## src/rtl/rr_mem_arbiter_n_if.sv

```systemverilog
// Bus bundle between N requesting masters, the round-robin arbiter and the shared memory port.
// The arbiter is the memory-bus master; the slave modport is the masters/memory side.
interface rr_mem_arbiter_n_if #(
    parameter int unsigned NUM_MASTERS = 4,
    parameter int unsigned ADDR_W      = 32,
    parameter int unsigned DATA_W      = 32
);
    localparam int unsigned IdW = $clog2(NUM_MASTERS);

    logic [NUM_MASTERS-1:0]        REQ;
    logic [NUM_MASTERS-1:0]        GNT;
    logic [NUM_MASTERS*ADDR_W-1:0] m_addr;
    logic [NUM_MASTERS*DATA_W-1:0] m_wdata;
    logic [NUM_MASTERS-1:0]        m_write;
    logic                          mem_valid;
    logic                          mem_ready;
    logic [ADDR_W-1:0]             mem_addr;
    logic [DATA_W-1:0]             mem_wdata;
    logic                          mem_write;
    logic [DATA_W-1:0]             rdata;
    logic                          rdata_ack;
    logic [DATA_W-1:0]             slave_rdata;
    logic                          slave_rdata_ack;
    logic [IdW-1:0]                slave_rdata_id;
    logic                          rd_timeout_err;

    modport master (
        input  REQ, m_addr, m_wdata, m_write, mem_ready, rdata, rdata_ack,
        output GNT, mem_valid, mem_addr, mem_wdata, mem_write,
        output slave_rdata, slave_rdata_ack, slave_rdata_id, rd_timeout_err
    );

    modport slave (
        output REQ, m_addr, m_wdata, m_write, mem_ready, rdata, rdata_ack,
        input  GNT, mem_valid, mem_addr, mem_wdata, mem_write,
        input  slave_rdata, slave_rdata_ack, slave_rdata_id, rd_timeout_err
    );
endinterface

```

## src/rtl/rr_mem_arbiter_n.sv

```systemverilog
// Round-robin arbiter for N masters on one memory port: valid/ready command handshake,
// per-grant beat quantum, read-return master ID and read timeout abort.
module rr_mem_arbiter_n #(
    parameter int unsigned NUM_MASTERS = 4,
    parameter int unsigned ADDR_W      = 32,
    parameter int unsigned DATA_W      = 32,
    parameter int unsigned MAX_BEATS   = 4,
    parameter int unsigned RD_TIMEOUT  = 64
) (
    input  logic              clk,
    input  logic              reset,
    rr_mem_arbiter_n_if.master bus
);
    localparam int unsigned IdxW  = $clog2(NUM_MASTERS);
    localparam int unsigned BeatW = $clog2(MAX_BEATS + 1);
    localparam int unsigned WaitW = $clog2(RD_TIMEOUT);

    typedef enum logic [1:0] {StIdle, StGrant, StWaitRd} state_e;

    state_e            state_q, state_d;
    logic [IdxW-1:0]   ptr_q, ptr_d, win;
    logic [BeatW-1:0]  beat_cnt_q, beat_cnt_d, beat_inc;
    logic [WaitW-1:0]  wait_cnt_q, wait_cnt_d;
    logic              rd_timeout_err_q, rd_timeout_err_d;
    logic              any_req, owner_req, keep, release_own;
    logic [ADDR_W-1:0] own_addr;
    logic [DATA_W-1:0] own_wdata;
    logic              own_write;
    logic [NUM_MASTERS-1:0] gnt;

    // ptr_q doubles as the owner while granted, so a release scan starts just past the owner.
    always_comb begin
        win     = ptr_q;
        any_req = 1'b0;
        for (int k = 1; k <= int'(NUM_MASTERS); k++) begin
            if (!any_req && bus.REQ[IdxW'((int'(ptr_q) + k) % int'(NUM_MASTERS))]) begin
                win     = IdxW'((int'(ptr_q) + k) % int'(NUM_MASTERS));
                any_req = 1'b1;
            end
        end
    end

    assign owner_req = bus.REQ[ptr_q];
    assign beat_inc  = beat_cnt_q + 1'b1;
    assign keep      = owner_req && (beat_inc < BeatW'(MAX_BEATS));

    always_comb begin
        state_d          = state_q;
        ptr_d            = ptr_q;
        beat_cnt_d       = beat_cnt_q;
        wait_cnt_d       = wait_cnt_q;
        rd_timeout_err_d = 1'b0;
        release_own      = 1'b0;
        case (state_q)
            StIdle: begin
                if (any_req) begin
                    state_d    = StGrant;
                    ptr_d      = win;
                    beat_cnt_d = '0;
                end
            end
            StGrant: begin
                if (bus.mem_ready) begin
                    if (own_write) begin
                        if (keep) beat_cnt_d = beat_inc;
                        else      release_own = 1'b1;
                    end else begin
                        state_d    = StWaitRd;
                        wait_cnt_d = '0;
                    end
                end else if (!owner_req) begin
                    release_own = 1'b1;
                end
            end
            StWaitRd: begin
                if (bus.rdata_ack) begin
                    if (keep) begin
                        state_d    = StGrant;
                        beat_cnt_d = beat_inc;
                    end else begin
                        release_own = 1'b1;
                    end
                end else if (wait_cnt_q == WaitW'(RD_TIMEOUT - 1)) begin
                    release_own      = 1'b1;
                    rd_timeout_err_d = 1'b1;
                end else begin
                    wait_cnt_d = wait_cnt_q + 1'b1;
                end
            end
            default: state_d = StIdle;
        endcase
        // Re-arbitrate in the releasing cycle so a waiting master gets the port with no bubble.
        if (release_own) begin
            if (any_req) begin
                state_d    = StGrant;
                ptr_d      = win;
                beat_cnt_d = '0;
            end else begin
                state_d = StIdle;
            end
        end
    end

    always_comb begin
        own_addr  = '0;
        own_wdata = '0;
        own_write = 1'b0;
        gnt       = '0;
        for (int i = 0; i < int'(NUM_MASTERS); i++) begin
            if (ptr_q == IdxW'(i)) begin
                own_addr  = bus.m_addr[i*ADDR_W +: ADDR_W];
                own_wdata = bus.m_wdata[i*DATA_W +: DATA_W];
                own_write = bus.m_write[i];
                gnt[i]    = (state_q != StIdle);
            end
        end
    end

    always_ff @(posedge clk) begin
        if (reset) begin
            state_q          <= StIdle;
            ptr_q            <= IdxW'(NUM_MASTERS - 1);
            beat_cnt_q       <= '0;
            wait_cnt_q       <= '0;
            rd_timeout_err_q <= 1'b0;
        end else begin
            state_q          <= state_d;
            ptr_q            <= ptr_d;
            beat_cnt_q       <= beat_cnt_d;
            wait_cnt_q       <= wait_cnt_d;
            rd_timeout_err_q <= rd_timeout_err_d;
        end
    end

    assign bus.GNT             = gnt;
    assign bus.mem_valid       = (state_q == StGrant);
    assign bus.mem_addr        = own_addr;
    assign bus.mem_wdata       = own_wdata;
    assign bus.mem_write       = own_write;
    assign bus.slave_rdata     = bus.rdata;
    assign bus.slave_rdata_ack = bus.rdata_ack && (state_q == StWaitRd);
    assign bus.slave_rdata_id  = ptr_q;
    assign bus.rd_timeout_err  = rd_timeout_err_q;
endmodule

```

## src/flat_wrapper.sv

```systemverilog
// flat-port wrapper written by rule: the top's interface ports become plain ports
module rr_mem_arbiter_n_flat 
#(
    parameter int unsigned NUM_MASTERS = 4,
    parameter int unsigned ADDR_W      = 32,
    parameter int unsigned DATA_W      = 32,
    parameter int unsigned MAX_BEATS   = 4,
    parameter int unsigned RD_TIMEOUT  = 64
)
  (clk, reset, bus_REQ, bus_m_addr, bus_m_wdata, bus_m_write, bus_mem_ready, bus_rdata, bus_rdata_ack, bus_GNT, bus_mem_valid, bus_mem_addr, bus_mem_wdata, bus_mem_write, bus_slave_rdata, bus_slave_rdata_ack, bus_slave_rdata_id, bus_rd_timeout_err);
  rr_mem_arbiter_n_if #(.NUM_MASTERS(NUM_MASTERS), .ADDR_W(ADDR_W), .DATA_W(DATA_W)) bus_i ();
  input  logic clk;
  input  logic reset;
  input wire logic [$bits(bus_i.REQ)-1:0] bus_REQ;
  input wire logic [$bits(bus_i.m_addr)-1:0] bus_m_addr;
  input wire logic [$bits(bus_i.m_wdata)-1:0] bus_m_wdata;
  input wire logic [$bits(bus_i.m_write)-1:0] bus_m_write;
  input wire logic [$bits(bus_i.mem_ready)-1:0] bus_mem_ready;
  input wire logic [$bits(bus_i.rdata)-1:0] bus_rdata;
  input wire logic [$bits(bus_i.rdata_ack)-1:0] bus_rdata_ack;
  output wire logic [$bits(bus_i.GNT)-1:0] bus_GNT;
  output wire logic [$bits(bus_i.mem_valid)-1:0] bus_mem_valid;
  output wire logic [$bits(bus_i.mem_addr)-1:0] bus_mem_addr;
  output wire logic [$bits(bus_i.mem_wdata)-1:0] bus_mem_wdata;
  output wire logic [$bits(bus_i.mem_write)-1:0] bus_mem_write;
  output wire logic [$bits(bus_i.slave_rdata)-1:0] bus_slave_rdata;
  output wire logic [$bits(bus_i.slave_rdata_ack)-1:0] bus_slave_rdata_ack;
  output wire logic [$bits(bus_i.slave_rdata_id)-1:0] bus_slave_rdata_id;
  output wire logic [$bits(bus_i.rd_timeout_err)-1:0] bus_rd_timeout_err;
  assign bus_i.REQ = bus_REQ;
  assign bus_i.m_addr = bus_m_addr;
  assign bus_i.m_wdata = bus_m_wdata;
  assign bus_i.m_write = bus_m_write;
  assign bus_i.mem_ready = bus_mem_ready;
  assign bus_i.rdata = bus_rdata;
  assign bus_i.rdata_ack = bus_rdata_ack;
  assign bus_GNT = bus_i.GNT;
  assign bus_mem_valid = bus_i.mem_valid;
  assign bus_mem_addr = bus_i.mem_addr;
  assign bus_mem_wdata = bus_i.mem_wdata;
  assign bus_mem_write = bus_i.mem_write;
  assign bus_slave_rdata = bus_i.slave_rdata;
  assign bus_slave_rdata_ack = bus_i.slave_rdata_ack;
  assign bus_slave_rdata_id = bus_i.slave_rdata_id;
  assign bus_rd_timeout_err = bus_i.rd_timeout_err;
  rr_mem_arbiter_n #(.NUM_MASTERS(NUM_MASTERS), .ADDR_W(ADDR_W), .DATA_W(DATA_W), .MAX_BEATS(MAX_BEATS), .RD_TIMEOUT(RD_TIMEOUT)) u_core (.clk(clk), .reset(reset), .bus(bus_i));
endmodule
```

## config.mk

```make
export PLATFORM = sky130hd
export DESIGN_NAME = rr_mem_arbiter_n_flat
export DESIGN_NICKNAME = d
export VERILOG_FILES = /design/src/rtl/rr_mem_arbiter_n_if.sv /design/src/rtl/rr_mem_arbiter_n.sv /design/src/flat_wrapper.sv
export SDC_FILE = /design/constraint.sdc
export NUM_CORES = 1
export LEC_CHECK = 0
export CAP_MARGIN = 15
export CORE_AREA = 3 3 159 161
export CTS_CLUSTER_SIZE = 10
export DETAILED_ROUTE_END_ITERATION = 16
export DIE_AREA = 0 0 162 164
export PLACE_DENSITY = 0.56
export SYNTH_ARGS = -nofsm -noshare
export SYNTH_HDL_FRONTEND = slang
export SYNTH_SLANG_ARGS = --single-unit
```

## constraint.sdc

```tcl
create_clock -name clk -period 3.28 [get_ports clk]
set_input_delay 0.656 -clock clk [delete_from_list [all_inputs] [get_ports clk]]
set_output_delay 0.656 -clock clk [all_outputs]
set_load 0.02 [all_outputs]
```

==> impl_metrics.json, run 1 <==
{
  "outcome": "finished clean",
  "cp.depth": 9,
  "peakVddDrop_v": 0.000300,
  "holdPathEnd": "u_core.beat_cnt_q[2]",
  "io_buffers": 341,
  "die_w_um": 162,
  "final_common_cell": "clkdlybuf4s50_1",
  "max_stage_delay_ps": 650,
  "finalPower_mw": 4.86,
  "rrSetupSlack_ps": 810,
  "antenna_found_initial": 1,
  "yosysWarnings": 0,
  "tightest_slew_ps": 470,
  "vias": 5325,
  "nets": 1240,
  "via_per_inst": 4.26,
  "syn_to_final_growth_pct": 113,
  "grt_pass1_wl_mm": 28.0,
  "worstPathCellList": "inv_1 -> ha_2 -> nor2b_1 -> buf_4 -> a22oi_1 -> nor2_1 -> a21oi_1 -> o21ai_0 -> clkdlybuf4s50_1",
  "syn_inst": 640,
  "pwr_density_cell_mw_per_mm2": 656,
  "r2r-end": "u_core.bus.slave_rdata_id[1]",
  "cts_hold_buffers": 0,
  "dr.pass1.iters": 4,
  "worstHoldStart": "u_core.beat_cnt_q[2]",
  "cts_buffers": 3,
  "htree_levels": 1,
  "drive_gt1_frac": 0.0539,
  "die_area_sq_mm": 0.0266,
  "start_util": 0.144,
  "grtUsageMet3": 0.0310,
  "use_met2": 0.240,
  "diodes": 0,
  "dp_hpwl_mm": 15.7,
  "overflow": 0,
  "drt_wl_total_mm": 20.6,
  "ios": 406,
  "fillCellCount": 2708,
  "path_max_fanout": 11,
  "drtIter0Drc": 244,
  "dieHeight_um": 164,
  "rows": 57,
  "synth_top_area_cell": "a21oi_1",
  "crit_arrival_ps": 2480,
  "avgRoutedWirePerCell_um": 16.5,
  "ant_nets": 0,
  "synthArstFlopShare": 0,
  "drv_slew": 0,
  "insertion_delay_ps": 240,
  "cts_tree": "yes",
  "p_leak_nw": 3.13,
  "hold_depth": 2,
  "syn_area_sq_mm": 0.00348,
  "grt_start_max_net_pins": 69,
  "cts_buffer_depth": 2,
  "yosys_register_bits": 14,
  "required_ps": 2620,
  "place.gp.congestion": 0.861,
  "most-common-layout-cells": "clkdlybuf4s50_1 (312), nor2_1 (127), nand2_1 (121), a21oi_1 (116), o21ai_0 (71)",
  "synth_flop_cell": "dfxtp_1",
  "maxCapViolCount": 0,
  "slowest_stage": "clkdlybuf4s50_1",
  "clock_skew_ps": 4.78,
  "critPathBufInv": 3,
  "path_delay_family": "buffers and inverters",
  "synth_edf_count": 0,
  "fmax_mhz": 319,
  "clockRootBuffer": "clkbuf_16",
  "period_minus_slack_ps": 3140,
  "drc_errors": 0,
  "setup_ws_ps": 145,
  "slew_headroom": 0.686,
  "clk_pin_slew_ps": 50,
  "grt_usage": 0.131,
  "worstSetupPathType": "reg -> out",
  "hold_violations": 0,
  "end_kind": "output pin",
  "ys_top_cells_by_area": "a21oi_1 (17%), nor2_1 (14%), nand2_1 (13%)",
  "worstReg2RegStart": "u_core.bus.slave_rdata_id[1]",
  "cts_sinks": 14,
  "grt_util_met1": 0.161,
  "setup_viol": 0,
  "dp_slack_ps": 106,
  "syn_area_per_cell_sq_um": 5.44,
  "coreArea_sq_mm": 0.0241,
  "synth_cell_type_count": 52,
  "grt_pass1_vias": 4944,
  "synth_top_cell_area_share": 0.168,
  "busiest_layer": "met2",
  "syn_nets": 951,
  "reg2reg_depth": 8,
  "ys_seq_area_frac": 0.0805,
  "fin_crit_sh": 0.956,
  "worst_hold_path_type": "reg -> reg",
  "cp-start-kind": "flip-flop"
}
==> layout make-up <==
cell class / count / area [sq um] / area share
clock buffers: 3 / 75.1 / 0.0101
inverters: 9 / 33.8 / 0.00456
multi-input cells: 534 / 2770 / 0.375
flip-flops and latches: 14 / 280 / 0.0379
well taps: 324 / 405 / 0.0548
repair buffers: 367 / 3830 / 0.518
==> report_power, final <==
part	internal, mW	leakage [nW]	switching [mW]
Clock	0.159	0.0370	0.0650
Sequential	0.198	0.114	0.0267
Combinational	1.94	2.98	2.47
==> metal layers <==
metal	up-vias	part of all wire
li1	2727	-
met1	2371	0.41
met2	211	0.49
met3	14	0.086
met4	2	0.0095
met5	-	0.00063
==> worst register-to-register path, stage by stage, from the launching register on <==
cell      delay [ps]
dfxtp_1          320
buf_4            190
ha_4             440
or3b_1           420
o211a_1          180
a31oi_4          260
a21o_2           180
a221oi_1          50
or3_1            310
==> state kept, by name, indices dropped and copies added (netlist names) <==
name	cells
u_core.wait_cnt_q	6
u_core.bus.rd_timeout_err	1
u_core.beat_cnt_q	3
u_core.state_q	2
u_core.bus.slave_rdata_id	2
==> Yosys cell counts, types with 2 or more instances <==
cell,count
dfxtp_1,14
mux2i_1,6
a211o_1,2
xnor2_1,3
nand3_1,4
buf_1,2
ha_1,11
nand2b_1,3
and2_2,2
nor3_1,6
and4_1,2
nand2_1,121
a22oi_1,16
or2b_2,2
or3_1,3
buf_4,32
o21ai_0,71
a21oi_1,117
a221oi_1,2
clkbuf_1,45
nor4_1,4
nor2b_1,6
buf_2,2
nor2_1,128
inv_1,9
==> what timing repair did <==
action | in CTS | in global routing
pin swaps | 0 | 0
gates resized for setup | 6 | 28
setup buffers | 0 | 3
gates cloned | 0 | 2
setup endpoints to repair | 4 | 44
==> how the worst max path moves through the flow <==
stage	startpoint	end	slack (ps)
floorplan	u_core.bus.slave_rdata_id[1]	bus_mem_wdata[18]	110
global placement	bus_m_wdata[17]	bus_mem_wdata[17]	120
detailed placement	bus_m_wdata[51]	bus_mem_wdata[19]	110
CTS	u_core.bus.slave_rdata_id[1]	bus_mem_wdata[20]	20
global route	u_core.bus.slave_rdata_id[0]	bus_mem_addr[30]	-3
finish	u_core.bus.slave_rdata_id[0]	bus_mem_wdata[31]	140
==> logic make-up (layout without fill, tap and decap cells) <==
group | count (synthesis) | after routing | share of synthesized area
fa+ha+maj | 11 | 11 | 0.0396
flops | 14 | 14 | 0.0805
buf+inv | 92 | 379 | 0.138
mux | 7 | 7 | 0.0237
compound gates | 224 | 224 | 0.364
simple gates | 288 | 288 | 0.344
xor+xnor | 4 | 4 | 0.0101
==> stage by stage <==
| step | hold slack (ps) | utilization | setup TNS (ps) | instances | cell area [sq um] |
|---|---|---|---|---|---|
| floorplan | 427 | - | 0 | 640 | 3480 |
| global placement | 439 | 0.297 | 0 | 1243 | 7150 |
| detailed placement | 442 | 0.297 | 0 | 1243 | 7150 |
| CTS | 449 | 0.300 | 0 | 1246 | 7230 |
| global route | 462 | 0.307 | -2.63 | 1251 | 7400 |
| finish | 449 | 0.307 | 0 | 1251 | 7400 |
No activity file was read; power rests on OpenSTA's default activity.
==> run 2: changes to the inputs <==
--- a/config.mk
+++ b/config.mk
@@ -6,11 +6,15 @@
 export NUM_CORES = 1
 export LEC_CHECK = 0
 export CAP_MARGIN = 15
-export CORE_AREA = 3 3 159 161
+export CELL_PAD_IN_SITES_DETAIL_PLACEMENT = 1
+export CELL_PAD_IN_SITES_GLOBAL_PLACEMENT = 1
+export CORE_AREA = 3 3 156 158
 export CTS_CLUSTER_SIZE = 10
 export DETAILED_ROUTE_END_ITERATION = 16
-export DIE_AREA = 0 0 162 164
-export PLACE_DENSITY = 0.56
+export DIE_AREA = 0 0 159 161
+export MAX_ROUTING_LAYER = met4
+export PLACE_DENSITY = 0.87
+export RECOVER_POWER = 50
 export SYNTH_ARGS = -nofsm -noshare
 export SYNTH_HDL_FRONTEND = slang
 export SYNTH_SLANG_ARGS = --single-unit
==> run 2 against run 1 <==
Clock skew down 3.2 ps. Worst hold slack gained 30 ps. Wire length decreased by 0.63%. Flip-flop and latch count is the same. Cell count down 0.56%. Fmax fell by 0.13%. Sequential share of layout area is 0.082 points higher. Non-clock buffer count down 3. Combinational power decreased by 2%. First-iteration DRC count decreased by 8.2%. Die area fell by 3.6%. Total power down 1.1%. Critical path type unchanged.
==> impl_metrics.json, run 2 (synthesized netlist as in run 1, its figures left out) <==
{
  "outcome": "finished clean",
  "critPathBufInv": 3,
  "grt_pass1_wl_mm": 31.1,
  "htree_levels": 1,
  "p_leak_nw": 2.81,
  "path_max_fanout": 15,
  "finalPower_mw": 4.80,
  "cts_sinks": 14,
  "drt_wl_total_mm": 20.5,
  "combPwrFrac": 0.900,
  "final_common_cell": "clkdlybuf4s50_1",
  "hold_violations": 0,
  "clk_pin_slew_ps": 50,
  "seqPwrFrac": 0.046,
  "grt_util_met1": 0.183,
  "drc_errors": 0,
  "reg_top3": "u_core.wait_cnt_q: 6 flops, u_core.beat_cnt_q: 3 flops",
  "die_area_sq_mm": 0.0256,
  "worstPathCellList": "inv_1 -> ha_4 -> nor2b_2 -> buf_12 -> a22oi_1 -> nor2_1 -> a21oi_1 -> o21ai_0 -> clkdlybuf4s50_1",
  "fillCellCount": 2929,
  "avgRoutedWirePerCell_um": 16.5,
  "start_util": 0.150,
  "slew_headroom": 0.511,
  "rows": 56,
  "drive_gt1_frac": 0.0454,
  "grt_pass1_vias": 5688,
  "cts_buffer_depth": 2,
  "grt_start_max_net_pins": 67,
  "ant_nets": 0,
  "nets": 1237,
  "vias": 5445,
  "cp-start-kind": "flip-flop",
  "period_minus_slack_ps": 3140,
  "ios": 406,
  "switchingPower_mw": 2.55,
  "drv_slew": 0,
  "antenna_found_initial": 0,
  "hold_depth": 2,
  "cts_tree": "yes",
  "final_design_area_no_fill_sq_mm": 0.00724,
  "overflow": 0,
  "peakVddDrop_v": 0.000375,
  "syn_to_final_growth_pct": 108,
  "worstHoldStart": "u_core.beat_cnt_q[2]",
  "busiest_layer": "met2",
  "worstSetupPathType": "reg -> out",
  "place.gp.congestion": 0.866,
  "fmax_mhz": 319,
  "crit_arrival_ps": 2480,
  "tightest_slew_ps": 734,
  "required_ps": 2620,
  "diodes": 0,
  "via_per_inst": 4.38,
  "drtIter0Drc": 224,
  "dr.pass1.iters": 4,
  "worstReg2RegStart": "u_core.bus.slave_rdata_id[0]",
  "setup_viol": 0,
  "io_buffers": 341,
  "path_delay_family": "buffers and inverters",
  "largest_register": "u_core.wait_cnt_q",
  "fin_crit_sh": 0.957,
  "dieHeight_um": 161,
  "die_w_um": 159,
  "p_int_mw": 2.26,
  "rrSetupSlack_ps": 660,
  "grt_usage": 0.152,
  "holdPathEnd": "u_core.beat_cnt_q[2]",
  "end_kind": "output pin",
  "largest_reg_flops": 6,
  "slowest_stage": "clkdlybuf4s50_1",
  "reg2reg_depth": 9,
  "max_stage_delay_ps": 670,
  "finalSetupTns_ps": 0,
  "worst_hold_path_type": "reg -> reg",
  "use_met2": 0.269,
  "cts_buffers": 3,
  "most-common-layout-cells": "clkdlybuf4s50_1 (326), nor2_1 (128), nand2_1 (121), a21oi_1 (118), o21ai_0 (71)",
  "r2r-end": "u_core.bus.slave_rdata_id[1]",
  "pwr_density_cell_mw_per_mm2": 663,
  "rsz0062_at_grt": "no",
  "grtUsageMet3": 0.0290,
  "place_area_sq_mm": 0.00708,
  "pwr-share-clk": 0.053,
  "clock_skew_ps": 1.62,
  "maxCapViolCount": 0,
  "dp_hpwl_mm": 16.5,
  "clockRootBuffer": "clkbuf_16",
  "insertion_delay_ps": 240,
  "coreArea_sq_mm": 0.0233,
  "switching_share": 0.530
}
[run 2: power by group through the flow]
stage / clock network [mW] / logic, mW / registers (mW)
finish: 0.255 / 4.33 / 0.223
floorplan: 0 / 2.37 / 0.238
CTS: 0.264 / 4.31 / 0.222
detailed placement: 0 / 4.29 / 0.225
global placement: 0 / 4.21 / 0.222
global route: 0.271 / 4.70 / 0.228
[run 2: how the worst max path moves through the flow]
stage | slack (ps) | from | endpoint | cells after the start
5_1_grt | 5 | u_core.bus.slave_rdata_id[0] | bus_mem_wdata[14] | 9
3_5_place_dp | 210 | bus_m_wdata[28] | bus_mem_wdata[28] | 6
3_3_place_gp | 260 | bus_m_wdata[28] | bus_mem_wdata[28] | 6
6_report | 140 | u_core.bus.slave_rdata_id[0] | bus_mem_wdata[24] | 9
2_1_floorplan | 110 | u_core.bus.slave_rdata_id[1] | bus_mem_wdata[18] | 10
4_1_cts | 50 | u_core.bus.slave_rdata_id[0] | bus_mem_addr[12] | 10
[run 2: timing repair]
item	in CTS	in global routing
setup buffers	0	7
setup endpoints to repair	5	32
gates cloned	0	1
resized for setup	3	8
hold buffers	0	0
[run 2: cell type report]
cell class	instances	area, sq um	share of cell area
flip-flops and latches	14	280	0.0387
multi-input cells	534	2750	0.379
repair buffers	364	3690	0.510
clock buffers	4	88.8	0.0123
well taps	319	399	0.0551
inverters	9	33.8	0.00466
[run 2: worst register-to-register path: stages (launching register included)]
cell,delay (ps)
dfxtp_1,300
buf_4,190
ha_4,220
buf_12,180
and3b_1,270
o211a_1,250
a31oi_4,110
a21oi_1,500
a311oi_1,110
or3_1,360
[run 2: layer usage]
| metal | up-vias | share of wire | wire length [um] |
|---|---|---|---|
| met4 | 0 | 0.014 | 277 |
| met1 | 2493 | 0.43 | 8790 |
| met2 | 207 | 0.50 | 10200 |
| met5 | - | 0 | 0 |
| li1 | 2722 | - | - |
| met3 | 23 | 0.060 | 1240 |
[run 2: metrics by stage]
stage | hold WS, ps | util | setup WS [ps] | cells
CTS | 467 | 0.308 | 49.7 | 1236
global placement | 439 | 0.305 | 257 | 1232
floorplan | 427 | - | 109 | 640
finish | 479 | 0.311 | 141 | 1244
detailed placement | 461 | 0.305 | 211 | 1232
global route | 505 | 0.311 | 4.77 | 1244
==> run 3: changes to the inputs <==
==> constraint.sdc (replaced) <==
create_clock -name clk -period 2.9 [get_ports clk]
set_input_delay 0.58 -clock clk [delete_from_list [all_inputs] [get_ports clk]]
set_output_delay 0.58 -clock clk [all_outputs]
set_load 0.02 [all_outputs]
==> run 3 against run 2 <==
Non-clock buffer count down 1. First-iteration DRC count rose by 8.5%. Total power grew 11%. Core utilization barely moved. Register-to-register slack got worse by 380 ps. Setup slack worse by 16 ps. Wire length grew 1.9%. Clock power up 15%. Sequential power is 15% higher. Count of clock-buffer cells in the layout unchanged. Critical path type unchanged. Largest cell class unchanged.
==> impl_metrics.json, run 3 (synthesized netlist as in run 1, its figures left out) <==
{
  "outcome": "finished clean",
  "largest_register": "u_core.wait_cnt_q",
  "pwr_density_cell_mw_per_mm2": 738,
  "die_area_sq_mm": 0.0256,
  "clock_skew_ps": 3.78,
  "slew_headroom": 0.674,
  "final_design_area_no_fill_sq_mm": 0.00724,
  "avgRoutedWirePerCell_um": 16.8,
  "antenna_found_initial": 0,
  "maxCapViolCount": 0,
  "hold_depth": 2,
  "cp-start-kind": "flip-flop",
  "combPwrFrac": 0.897,
  "drv_slew": 0,
  "htree_levels": 1,
  "cts_tree": "yes",
  "cts_setup_buffers": 0,
  "cts_buffer_depth": 2,
  "path_max_fanout": 12,
  "grt_usage": 0.157,
  "fmax_mhz": 360,
  "insertion_delay_ps": 250,
  "switching_share": 0.564,
  "placed_cells": 1238,
  "period_minus_slack_ps": 2770,
  "io_buffers": 341,
  "most-common-layout-cells": "clkdlybuf4s50_1 (271), nor2_1 (128), nand2_1 (121), a21oi_1 (113), dlygate4sd2_1 (57)",
  "end_kind": "output pin",
  "regArea_sq_um": 282,
  "multi_input_area_sq_mm": 0.00283,
  "overflow": 0,
  "fillCellCount": 2957,
  "cts_hold_buffers": 0,
  "crit_arrival_ps": 2190,
  "worstReg2RegStart": "u_core.bus.slave_rdata_id[0]",
  "rrSetupSlack_ps": 280,
  "place.gp.congestion": 0.882,
  "vias": 5480,
  "nets": 1236,
  "dp_hpwl_mm": 16.7,
  "syn_to_final_growth_pct": 108,
  "cts_buffers": 3,
  "drt_wl_total_mm": 20.9,
  "peakVddDrop_v": 0.000433,
  "finalNonFillerCells": 1243,
  "reg2reg_depth": 11,
  "holdPathEnd": "u_core.beat_cnt_q[2]",
  "worst_hold_path_type": "reg -> reg",
  "drc_errors": 0,
  "hold_violations": 0,
  "dieHeight_um": 161,
  "required_ps": 2320,
  "slowest_stage": "dlygate4sd2_1",
  "p_leak_nw": 2.95,
  "final_common_cell": "clkdlybuf4s50_1",
  "cts_sinks": 14,
  "fin_crit_sh": 0.957,
  "grt_pass1_wl_mm": 31.7,
  "pwr-share-clk": 0.055,
  "worstHoldStart": "u_core.beat_cnt_q[2]",
  "switchingPower_mw": 3.01,
  "grt_pass1_vias": 5716,
  "via_per_inst": 4.41,
  "max_stage_delay_ps": 340,
  "drive_gt1_frac": 0.0703,
  "ios": 406,
  "drtIter0Drc": 243,
  "p_int_mw": 2.33,
  "coreArea_sq_mm": 0.0233,
  "rsz0062_at_grt": "yes",
  "rows": 56,
  "largest_reg_flops": 6,
  "worstPathCellList": "inv_1 -> ha_4 -> nor2b_1 -> buf_4 -> a22oi_1 -> nor2_1 -> a21oi_2 -> o21ai_0 -> dlygate4sd2_1",
  "place_area_sq_mm": 0.00718,
  "clockRootBuffer": "clkbuf_16",
  "dr.pass1.iters": 4,
  "die_w_um": 159,
  "ant_nets": 0,
  "tightest_slew_ps": 489,
  "setup_viol": 0,
  "grt_start_max_net_pins": 63,
  "worstSetupPathType": "reg -> out",
  "clk_pin_slew_ps": 50,
  "r2r-end": "u_core.bus.slave_rdata_id[0]",
  "start_util": 0.150,
  "seqPwrFrac": 0.048,
  "reg_top3": "u_core.wait_cnt_q: 6 flops, u_core.beat_cnt_q: 3 flops",
  "diodes": 0
}
## run 3: cell count changes in the layout (fill, tap and decap cells not counted), sizes merged
| cell | before | now |
|---|---|---|
| clkdlybuf4s50 | 326 | 271 |
| dlygate4sd2 | 2 | 57 |
| dlygate4sd3 | 10 | 5 |
| clkbuf | 7 | 10 |
| buf | 22 | 21 |
| bufbuf | 0 | 1 |
| clkdlybuf4s15 | 0 | 1 |
| dlygate4sd1 | 0 | 1 |
| dlymetal6s2s | 1 | 0 |
## run 3: power groups by stage
stage | Combinational [mW] | Sequential, mW | Clock, mW
after floorplan | 2.82 | 0.269 | 0
after global placement | 5.01 | 0.255 | 0
after detailed placement | 5.11 | 0.259 | 0
after CTS | 4.82 | 0.256 | 0.299
after global routing | 5.23 | 0.261 | 0.308
final | 4.79 | 0.257 | 0.294
## run 3: cell type report
cell class | instances | share of cell area
timing repair buffer | 363 | 0.499
multi-input combinational | 534 | 0.390
tap | 319 | 0.0551
sequential | 14 | 0.0389
clock buffer | 4 | 0.0123
inverter | 9 | 0.00467
## run 3: worst max path at each step
stage | from | endpoint | slack, ps
final | u_core.bus.slave_rdata_id[1] | bus_mem_wdata[28] | 130
after global routing | u_core.bus.slave_rdata_id[1] | bus_mem_wdata[13] | -20
after global placement | bus_m_wdata[51] | bus_mem_wdata[19] | 10
after CTS | u_core.bus.slave_rdata_id[0] | bus_mem_wdata[28] | -30
after floorplan | u_core.bus.slave_rdata_id[1] | bus_mem_wdata[18] | -40
after detailed placement | u_core.bus.slave_rdata_id[0] | bus_mem_wdata[19] | -20
## run 3: critical path, delay by kind of cell (launching register included)
kind	cells	cell delay [ps]
AND/OR/NAND/NOR	2	180
adder cells (fa/ha/maj)	1	270
flip-flops	1	300
AO/OA/AOI/OAI	3	500
buffers and inverters	3	680
## run 3: through the flow
step / total power, mW / hold slack [ps] / TNS, ps / setup WS (ps) / util
after floorplan: 3.09 / 427 / -43.4 / -43.4 / -
after global placement: 5.27 / 437 / 0 / 13.8 / 0.308
after detailed placement: 5.37 / 462 / -17.3 / -17.3 / 0.308
after CTS: 5.37 / 493 / -64.2 / -28.0 / 0.311
after global routing: 5.80 / 532 / -21.3 / -21.3 / 0.311
final: 5.34 / 487 / 0 / 125 / 0.311
## run 3: what timing repair did
item / CTS / global route
endpoints found under the setup margin: 59 / 24
resized for setup: 68 / 23
gates cloned: 1 / 0
## run 3: per-layer routing
layer,track usage,routed length [um],part of all wire
met5,-,0,0
met4,0.0287,343,0.016
met3,0.0246,1060,0.051
met2,0.278,10400,0.50
met1,0.192,9080,0.43
